===== config.mk =====
export PLATFORM = sky130hd
export DESIGN_NAME = game_countdown
export DESIGN_NICKNAME = d
export VERILOG_FILES = /design/src/rtl/game_countdown_pkg.sv /design/src/rtl/game_countdown_tick.sv /design/src/rtl/game_countdown.sv
export SDC_FILE = /design/constraint.sdc
export NUM_CORES = 1
export LEC_CHECK = 0
export ABC_CLOCK_PERIOD_IN_PS = 1950
export CAP_MARGIN = 10
export CORE_ASPECT_RATIO = 1.2
export CORE_UTILIZATION = 49
export CTS_CLUSTER_SIZE = 14
export DETAILED_ROUTE_END_ITERATION = 8
export GPL_TIMING_DRIVEN = 0
export PLACE_DENSITY = 0.76
export SKIP_CTS_REPAIR_TIMING = 1
export SLEW_MARGIN = 20
export SYNTH_ARGS = -nofsm -noshare
export SYNTH_HDL_FRONTEND = slang
export SYNTH_SLANG_ARGS = --single-unit

===== constraint.sdc =====
create_clock -name Clock -period 1.95 [get_ports Clock]
set_clock_uncertainty 0.1 [all_clocks]
set_input_delay 0.39 -clock Clock [delete_from_list [all_inputs] [get_ports Clock]]
set_output_delay 0.39 -clock Clock [all_outputs]
set_load 0.03 [all_outputs]

===== src/rtl/game_countdown_pkg.sv =====
// Shared definitions for the game countdown timer.
// Holds the 2-bit FSM state encoding, the BCD digit limits and a
// helper that clamps an out-of-range BCD digit to 9.
package game_countdown_pkg;

    typedef enum logic [1:0] {
        ST_IDLE   = 2'd0,
        ST_RUN    = 2'd1,
        ST_PAUSED = 2'd2,
        ST_DONE   = 2'd3
    } state_t;

    localparam logic [3:0] BCD_MAX  = 4'd9;
    localparam logic [3:0] BCD_ZERO = 4'd0;

    function automatic logic [3:0] bcd_clamp(input logic [3:0] digit);
        return (digit > BCD_MAX) ? BCD_MAX : digit;
    endfunction

endpackage


===== src/rtl/game_countdown_tick.sv =====
// One-second tick divider for the game countdown.
// Ports:
//   Clock     - rising-edge clock
//   Reset     - synchronous active-high reset, loads CLOCK_FREQUENCY-1
//   Run       - counter advances only while high
//   ReloadReq - reload to CLOCK_FREQUENCY-1 (start of a fresh countdown)
//   Tick      - one-cycle pulse every CLOCK_FREQUENCY running cycles
// While Run is low the count simply holds, so a paused countdown resumes
// with the remainder of the interrupted second.
module countdown_tick #(
    parameter int CLOCK_FREQUENCY = 50000000
) (
    input  logic Clock,
    input  logic Reset,
    input  logic Run,
    input  logic ReloadReq,
    output logic Tick
);

    localparam int W = (CLOCK_FREQUENCY > 1) ? $clog2(CLOCK_FREQUENCY) : 1;
    localparam logic [W-1:0] RELOAD = W'(CLOCK_FREQUENCY - 1);

    logic [W-1:0] count;

    assign Tick = Run && (count == '0);

    always_ff @(posedge Clock) begin
        if (Reset || ReloadReq) begin
            count <= RELOAD;
        end else if (Run) begin
            count <= (count == '0) ? RELOAD : count - W'(1);
        end
    end

endmodule


===== src/rtl/game_countdown.sv =====
// Game countdown timer: a two-digit BCD value counting down once per second.
// Ports:
//   Clock, Reset         - rising-edge clock, synchronous active-high reset
//   Load/LoadTens/LoadOnes - load a new BCD value (digits above 9 clamp to 9)
//   Start, Pause         - begin/resume and freeze the countdown
//   TensValue/OnesValue  - current BCD digits; game_timer = {tens, ones}
//   Running              - high while in RUN
//   Expired              - one-cycle pulse when the count reaches 00
//   TimeUp               - level, high while in DONE
// Command priority is Reset > Load > Start > Pause.
//
// state  | meaning
// IDLE   | value loaded/reset, waiting for Start
// RUN    | counting down, one decrement per divider tick
// PAUSED | frozen; divider holds its partial second
// DONE   | reached 00; only Load or Reset leaves
module game_countdown
    import game_countdown_pkg::*;
#(
    parameter int CLOCK_FREQUENCY = 50000000,
    parameter int INIT_TENS       = 6,
    parameter int INIT_ONES       = 0
) (
    input  logic       Clock,
    input  logic       Reset,
    input  logic       Load,
    input  logic [3:0] LoadTens,
    input  logic [3:0] LoadOnes,
    input  logic       Start,
    input  logic       Pause,
    output logic [3:0] TensValue,
    output logic [3:0] OnesValue,
    output logic [7:0] game_timer,
    output logic       Running,
    output logic       Expired,
    output logic       TimeUp
);

    state_t     state;
    logic       tick;
    logic       run_en;
    logic       reload_req;
    logic       value_zero;
    logic       dec_zero;
    logic [3:0] tens_dec;
    logic [3:0] ones_dec;

    assign game_timer = {TensValue, OnesValue};
    assign value_zero = (TensValue == BCD_ZERO) && (OnesValue == BCD_ZERO);
    assign run_en     = (state == ST_RUN);
    // Only a fresh start from IDLE restarts the second; PAUSED->RUN resumes.
    assign reload_req = (state == ST_IDLE) && !Load && Start && !value_zero;

    countdown_tick #(
        .CLOCK_FREQUENCY(CLOCK_FREQUENCY)
    ) u_tick (
        .Clock    (Clock),
        .Reset    (Reset),
        .Run      (run_en),
        .ReloadReq(reload_req),
        .Tick     (tick)
    );

    // BCD decrement with borrow; holds at 00 rather than wrapping.
    always_comb begin
        tens_dec = TensValue;
        ones_dec = OnesValue;
        if (OnesValue != BCD_ZERO) begin
            ones_dec = OnesValue - 4'd1;
        end else if (TensValue != BCD_ZERO) begin
            ones_dec = BCD_MAX;
            tens_dec = TensValue - 4'd1;
        end
    end

    assign dec_zero = (tens_dec == BCD_ZERO) && (ones_dec == BCD_ZERO);

    always_ff @(posedge Clock) begin
        if (Reset) begin
            state     <= ST_IDLE;
            TensValue <= 4'(INIT_TENS);
            OnesValue <= 4'(INIT_ONES);
            Running   <= 1'b0;
            Expired   <= 1'b0;
            TimeUp    <= 1'b0;
        end else begin
            Expired <= 1'b0;
            if (Load && state != ST_RUN) begin
                TensValue <= bcd_clamp(LoadTens);
                OnesValue <= bcd_clamp(LoadOnes);
                state     <= ST_IDLE;
                Running   <= 1'b0;
                TimeUp    <= 1'b0;
            end else begin
                case (state)
                    ST_IDLE, ST_PAUSED: begin
                        if (Start && !value_zero) begin
                            state   <= ST_RUN;
                            Running <= 1'b1;
                        end
                    end
                    ST_RUN: begin
                        if (tick) begin
                            TensValue <= tens_dec;
                            OnesValue <= ones_dec;
                        end
                        // Reaching 00 wins over a coincident Pause.
                        if (tick && dec_zero) begin
                            state   <= ST_DONE;
                            Running <= 1'b0;
                            Expired <= 1'b1;
                            TimeUp  <= 1'b1;
                        end else if (Pause) begin
                            state   <= ST_PAUSED;
                            Running <= 1'b0;
                        end
                    end
                    ST_DONE: begin
                        state <= ST_DONE;
                    end
                    default: begin
                        state   <= ST_IDLE;
                        Running <= 1'b0;
                    end
                endcase
            end
        end
    end

endmodule


# == Word level (Yosys, flattened, before mapping) ==
# Cells that the tools add are included.
# Widths: inputs -> output; s select.
# totals
ff_bits,39
latch_bits,0
ramBits,0
romBits,0
inputBits,13
output_inout_bits,19
word_cells,71
mem_count,0
# op_classes
addsub,3
n_mul,0
div_mod_pow,0
order_cmp,2
n_eq_ne,6
shifts,0
mux,22
n_bitwise,1
n_reduce_logical,30
# ops
operator,n
$mux 4,12
$logic_not 26->1,1
$mux 26,1
$sub 26x1->26 const B,1
$logic_not 4->1,4
$logic_and 1x1->1,9
$gt 4x4->1 const B,2
$reduce_bool 4->1,2
$sub 4x1->4 const B,2
$mux 2,3
$pmux 2 s3,1
$reduce_and 2->1,3
$reduce_bool 2->1,3
$eq 2x2->1 const B,2
$mux 1,4
$reduce_or 2->1,2
$ne 3x3->1 const B,1
$reduce_and 3->1,1
$reduce_or 3->1,1
$eq 2x1->1 const B,1
$logic_not 1->1,2
$logic_not 2->1,1
$ne 2x1->1 const B,1
$ne 2x2->1 const B,1
3 further kinds,3

# == Longest topological paths before layout ==
# Gate-level depths: netlist (run 1).
# depth
depth_word,8
mapped_depth,8
ltp_nobuf,7

# == Hierarchy ==
# Synthesis (run 1) repeated with hierarchy kept, for this count alone.
# unflattened
hier_cells,268
area_unflattened_um2,2283.4
# modules_own_cells
mod,n_inst,cells_per_inst,area_per_inst_um2,seq_area_each_um2
countdown_tick,1,143,1298.7,520.5
game_countdown,1,125,984.7,260.2

# == Least setup slack after synthesis (run 1) ==
# OpenSTA, ideal clock, no wires.
# synth_path
path_type,register to register
startpoint,reg OnesValue[0]
endpoint,reg u_tick.count[10]
setup_ns,0.115
arrival_time_ns,2.028
required_ns,1.735
path_slack_ns,-0.294
stages_incl_launch_ff,9
path_buffers,1
synth_period_minus_slack_ns,2.244
cell_sequence,dfxtp_1 > inv_1 > ha_1 > nor3b_4 > a21oi_1 > nor3b_1 > or3_1 > buf_2 > nor2_1
# synth_between
elab_chain_len,5
# synth_rtl
item,line_no,text
"start, declared",game_countdown.sv:32,"output logic [3:0] OnesValue,"
"start signal, assigned",game_countdown.sv:82,OnesValue <= 4'(INIT_ONES);
"start signal, assigned",game_countdown.sv:90,OnesValue <= bcd_clamp(LoadOnes);
"start signal, assigned",game_countdown.sv:105,OnesValue <= ones_dec;
$logic_not 4->1,game_countdown.sv:49,assign value_zero = (TensValue == BCD_ZERO) && (OnesValue == BCD_ZERO);
$logic_and 1x1->1,game_countdown.sv:49,
$logic_not 1->1,game_countdown.sv:52,assign reload_req = (state == ST_IDLE) && !Load && Start && !value_zero;
$logic_and 1x1->1,game_countdown.sv:52,
$logic_or 1x1->1,game_countdown_tick.sv:28,if (Reset || ReloadReq) begin
"end signal, assigned",game_countdown_tick.sv:31,count <= (count == '0) ? RELOAD : count - W'(1);
"end, declared",game_countdown_tick.sv:23,logic [W-1:0] count;
# No other way between the ends.
# A chain may end at the register's enable or synchronous reset.

# == Final worst setup path (run 1) ==
# layout_path
startpoint,reg u_tick.count[1]
endpoint,reg OnesValue[3]
# layout_between
elab_chain_len,4
# layout_rtl
item,line_no,text
$logic_not 26->1,game_countdown_tick.sv:25,assign Tick = Run && (count == '0);
$logic_and 1x1->1,game_countdown_tick.sv:25,
$reduce_bool 2->1 (no line),--,
$reduce_and 2->1 (no line),--,
# No other way between the ends.

==> impl_results.md, run 1 <==
* VDD IR-drop max at 0.323 mV
* I/O Pins at 32
* Yosys warns at 0
* Startpoint Class: flop
* Leading area contributor after synthesis: dfxtp_1
* Clock latency on the worst-skew pair at 0.29 ns
* Post-synth cell types at 58
* Synth cell count leaders: dfxtp_1, nor2_1, nand2_1
* Status: finished with violations
* Hold Fails Final Rpt at 0
* 1st-pass router iterations at 4
* Async SR Flop Fraction at 0%
* Top-area cell type share of the netlist area at 34.6%
* Mapped Area at 2260 µm²
* R2R depth at 8
* Routed WL at 5.42 mm
* CTS clk-pin slew, worst paths at 0.08 ns
* Met1 usage at 25.3%
* Critical path required time at 2.00 ns
* Worst hold path class: reg -> reg
* Clk root buf: clkbuf_8
* Pin count of the biggest net entering global routing at 12
* Core ar. at 4330 µm²
* Setup CP Type: reg -> reg
* EDFF count, synth at 0
* Fin util at 71.8%
* Fin Setup TNS at -0.187 ns
* Rows at 26
* DRT antenna net count at 0
* Area added between synthesis and finish at 37.7%
* Count leader, synth: dfxtp_1
* LEAKAGE at 0.00130 µW
* CTS buffer count at 5
* Mapped Cells at 256
* R2r endpoint: OnesValue[3]$_SDFFE_PP0P_
* PwrDens at 577 nW/µm²
* Initial antenna violation count at 0
* R2r startpoint: u_tick.count[1]$_SDFFE_PP1P_
* Tcrit/Tclk final at 102%
* Maxcap violations at 0
* Failing checks: setup timing
* Die W at 64.0 µm
* Crit-path max FO at 5
* Global route hottest layer: met2
* Num Clock Sinks at 39
* CTS tree: done
* Crit path time final at 2.00 ns
* GRT Overall Usage at 21.9%
* Post-DP Area at 2690 µm²
* Detailed-route via count at 2051
* Worst Hold Endpoint: TimeUp$_SDFFE_PP0P_
* RSZ-0062 raised after global routing: yes
* Post-Syn Nets at 273
* Worst Setup SP: u_tick.count[1]$_SDFFE_PP1P_
* DR iter-0 viols at 96
* First-pass GRT wire length at 8.54 mm
* Max Freq at 0.501 GHz
* Vias per inst at 5.56
* Slew Limit Fails at 0
* Register area share after synthesis at 34.6%
* GPL Wtd Cong at 0.792
* Layout cells sized above 1 at 30.7%
* FF+latch count, synth at 39
* WHS Path Cells at 2
* Clock Path Buffers at 2
* GRT met2 Usage at 38.1%
* Nets at 330
* Worst Slack Setup Final at -0.0456 ns
* Synth Flop Type: dfxtp_1
* Die ar. at 4880 µm²
* Met3 usage at 4.94%
* Synth top area cells: dfxtp_1, xnor2_1, nor2_1, nand2_1, buf_4
* Starting density of the core at 52.2%
* I/O Buffers at 31
* Slew margin rel. at 58.3%
* Post-DR wirelength/cell at 14.7 µm
* Mean post-synth cell area at 8.82 µm²
* Die Y at 76.4 µm
* Arrival time worst endpoint at 2.05 ns
* Worst R2R Setup Slack at -0.05 ns
* Number of remaining DRC errors at 0
* Worst-Margin Slew at 0.626 ns
* Detailed Place HPWL at 3.60 mm
* Post-route cell area at 3110 µm²
* Vias in the first global route at 1905
* Antenna fix cells at 0
* Nature of the critical path endpoint: flop
* Hold path start: TimeUp$_SDFFE_PP0P_
* Gr ovfl total at 0
* # fillers at 327
* Final setup fails at 8
* Max H-tree Level at 2
==> cell usage in the layout (no fill, tap or decap), types with 7 or more instances in the layout <==
cell	synthesis	routed
xnor2_1	14	14
nor2_1	29	28
dlymetal6s2s_1	0	12
clkdlybuf4s50_1	0	19
nand3_1	9	7
dfxtp_2	0	8
dfxtp_1	39	27
nand2_1	26	25
buf_4	8	24
nor4_1	7	7
==> routing by layer <==
layer / vias to the layer above / wire length, µm
met5: - / 0
met4: 0 / 148
met3: 14 / 204
met2: 49 / 2770
met1: 963 / 2290
li1: 1025 / -
==> registers in the layout, indices dropped and copies added (netlist names) <==
name and count:
state 2, OnesValue 4, Running 1, TensValue 4
TimeUp 1, u_tick.count 26, Expired 1
==> critical path: stages (launching register included) <==
cell      delay, ns
dfxtp_2        0.34
inv_2          0.08
ha_4           0.13
nor4b_4        0.22
nand4_4        0.15
nor3_4         0.33
buf_6          0.18
mux2i_2        0.22
a211oi_2       0.08
==> worst max-delay path by stage <==
stage / endpoint / slack [ns] / depth (start not counted)
CTS: TensValue[3]$_SDFFE_PP0P_ / -0.28 / 8
finish: OnesValue[3]$_SDFFE_PP0P_ / -0.05 / 8
floorplan: Running$_SDFFE_PP0P_ / 0.01 / 7
detailed placement: TensValue[3]$_SDFFE_PP0P_ / -0.27 / 5
global route: OnesValue[3]$_SDFFE_PP0P_ / -0.13 / 8
global placement: TensValue[3]$_SDFFE_PP0P_ / -0.27 / 5
==> layout make-up <==
type                       count  area [µm²]  area share [%]
tap                           56        70.1            2.25
buffer                        14         106            3.42
clock buffer                   6        82.6            2.66
inverter                      10        42.5            1.37
sequential                    39         806            25.9
multi-input combinational    193        1500            48.3
clock inverter                 1        5.00           0.161
timing repair buffer          50         494            15.9
==> through the flow <==
| step | total power, µW | hold slack, ns | instances | setup slack, ns |
|---|---|---|---|---|
| 5_1_grt | 1870 | 0.405 | 369 | -0.127 |
| 6_report | 1790 | 0.364 | 369 | -0.0456 |
| 3_5_place_dp | 1200 | 0.357 | 343 | -0.273 |
| 4_1_cts | 1750 | 0.371 | 350 | -0.283 |
| 3_3_place_gp | 1200 | 0.334 | 343 | -0.270 |
| 2_1_floorplan | 1080 | 0.366 | 256 | 0.0104 |
==> kinds of logic after synthesis <==
kind of cell,after synthesis,synth area share (%)
simple gates,136,38.7
buf+inv,24,6.10
fa+ha+maj,4,2.22
xor+xnor,20,7.76
mux,2,0.887
flops,39,34.6
compound gates,31,9.76
==> power breakdown <==
part	switching (µW)	leakage [µW]	total, µW	internal (µW)
sequential	35.1	0.000320	850	815
combinational	193	0.000935	384	192
clock	283	0.0000470	561	278
Power figures use the tool's default switching activity.
==> inputs of run 2 (changes only) <==
--- a/config.mk
+++ b/config.mk
@@ -12,7 +12,8 @@
 export CTS_CLUSTER_SIZE = 14
 export DETAILED_ROUTE_END_ITERATION = 8
 export GPL_TIMING_DRIVEN = 0
-export PLACE_DENSITY = 0.76
+export PLACE_DENSITY_LB_ADDON = 0.08
+export REMOVE_ABC_BUFFERS = 1
 export SKIP_CTS_REPAIR_TIMING = 1
 export SLEW_MARGIN = 20
 export SYNTH_ARGS = -nofsm -noshare
==> run 2 against run 1 <==
  * The flow still finishes with violations (setup timing)
  * Sequential power shrank 0.6%
  * First-iteration DRC count shrank 28%
  * Fmax fell by 4.7%
  * Power increased by 8.9%
==> impl_results.md, run 2 (synthesis results as in run 1) <==
* Pin count of the biggest net entering global routing at 19
* Area of the multi-input gates at 1570 µm²
* Number of remaining DRC errors at 0
* Final setup fails at 24
* Worst-Margin Slew at 0.699 ns
* Fin util at 75.8%
* Detailed-route via count at 2087
* Rows at 26
* Commonest cells after routing, fill and taps aside: dfxtp_1, nor2_1, buf_4
* Failing checks: setup timing
* Detailed Place HPWL at 3.41 mm
* Max reg flops at 26
* CTS clk-pin slew, worst paths at 0.09 ns
* Arrival time worst endpoint at 2.19 ns
* Crit-path leading delay family: simple AND/OR/NAND/NOR gates
* VDD IR-drop max at 0.384 mV
* WP buf/inv at 2
* Top Registers: u_tick.count: 26 flops, OnesValue: 4 flops, TensValue: 4 flops
* Layout cells sized above 1 at 34.0%
* Routed WL at 5.76 mm
* R2r endpoint: u_tick.count[4]$_SDFFE_PP1P_
* # fillers at 298
* Max H-tree Level at 2
* CP max stage cell: nor3_4
* Slew Limit Fails at 0
* Hold path start: TimeUp$_SDFFE_PP0P_
* Crit-path max FO at 7
* 1st-pass router iterations at 4
* LEAKAGE at 0.00140 µW
* Hold Fails Final Rpt at 0
* R2r startpoint: TensValue[1]$_SDFFE_PP1P_
* CTS buffer count at 5
* Num Clock Sinks at 39
* Initial antenna violation count at 0
* Most common cell after layout, fill and taps aside: dfxtp_1
* Vias per inst at 5.63
* First-pass GRT wire length at 7.99 mm
* RSZ-0062 raised after global routing: yes
* Most flop-heavy register: u_tick.count
* Die W at 64.0 µm
* R2R depth at 8
* I/O Pins at 32
* Nature of the critical path endpoint: flop
* Critical path required time at 2.04 ns
* Reg area at 803 µm²
* Worst Slack Setup Final at -0.143 ns
* CP peak stage delay at 0.39 ns
* Worst Hold Endpoint: TimeUp$_SDFFE_PP0P_
* Max Freq at 0.478 GHz
* Clk root buf: clkbuf_8
* Area added between synthesis and finish at 45.3%
* Clock Path Buffers at 2
* Starting density of the core at 52.2%
* Nets at 331
* WHS Path Cells at 2
* GPL Wtd Cong at 0.818
* Post-DR wirelength/cell at 15.5 µm
* Setup CP Type: reg -> reg
* Die ar. at 4880 µm²
* Crit-path cells: inv_4 > ha_4 > nor3b_4 > a21oi_4 > nor3b_4 > nor3_4 > clkbuf_16 > nand3_2
* Worst R2R Setup Slack at -0.14 ns
* Antenna fix cells at 0
* Maxcap violations at 0
* DR iter-0 viols at 69
* PwrDens at 596 nW/µm²
* Slew margin rel. at 53.3%
* DRT antenna net count at 0
* Vias in the first global route at 1752
* Tcrit/Tclk final at 107%
* Worst hold path class: reg -> reg
* GRT Overall Usage at 20.8%
* Pre-CTS WS at -0.955 ns
* Status: finished with violations
* Core ar. at 4330 µm²
* Die Y at 76.4 µm
* Fin Setup TNS at -2.15 ns
* Clock latency on the worst-skew pair at 0.30 ns
* Gr ovfl total at 0
* CTS tree: done
* Crit path time final at 2.09 ns
* I/O Buffers at 31
* Most frequent CP cell: nor3b_4
* Startpoint Class: flop
-- run 2: area by class of cell --
type,instances,share of cell area (%)
Clock buffer,5,2.10
Clock inverter,3,1.34
Inverter,10,1.45
Multi-Input combinational cell,193,47.9
Sequential cell,39,24.5
Tap cell,56,2.14
Timing Repair Buffer,65,20.6
-- run 2: worst max path at each step --
stage,startpoint,endpoint,cells past startpoint
6_report,TensValue[1]$_SDFFE_PP1P_,u_tick.count[4]$_SDFFE_PP1P_,8
3_5_place_dp,OnesValue[0]$_SDFFE_PP0P_,u_tick.count[19]$_SDFFE_PP1P_,7
5_1_grt,TensValue[1]$_SDFFE_PP1P_,u_tick.count[20]$_SDFFE_PP1P_,8
2_1_floorplan,OnesValue[0]$_SDFFE_PP0P_,u_tick.count[0]$_SDFFE_PP1P_,7
4_1_cts,OnesValue[0]$_SDFFE_PP0P_,u_tick.count[19]$_SDFFE_PP1P_,7
3_3_place_gp,OnesValue[0]$_SDFFE_PP0P_,u_tick.count[0]$_SDFFE_PP1P_,7
-- run 2: metrics by stage --
| stage | hold WS (ns) | instances | power, µW | area (µm²) |
|---|---|---|---|---|
| detailed placement | 0.337 | 329 | 1160 | 2540 |
| global route | 0.393 | 371 | 2050 | 3280 |
| finish | 0.349 | 371 | 1950 | 3280 |
| floorplan | 0.355 | 242 | 1040 | 2160 |
| global placement | 0.335 | 329 | 1160 | 2540 |
| CTS | 0.349 | 337 | 1840 | 2650 |
-- run 2: where the power goes --
group          switching [µW]  total, µW  internal (µW)  leakage (µW)
Sequential               32.5        845            813      0.000320
Combinational             213        418            205       0.00103
Clock                     310        691            381     0.0000581
-- run 2: worst min-delay path, delay by kind of cell, from the launching register on --
kind,cells,cell delay [ns]
buffers and inverters,1,0.04
AOI/OAI and AO/OA,1,0.05
DFF,1,0.31
-- run 2: per-layer routing --
layer / up-vias / global-route usage [%] / wire length [µm]
li1: 1032 / - / -
met5: - / 0 / 0
met1: 986 / 25.2 / 2420
met3: 18 / 4.49 / 201
met4: 0 / 7.95 / 160
met2: 51 / 35.4 / 2980
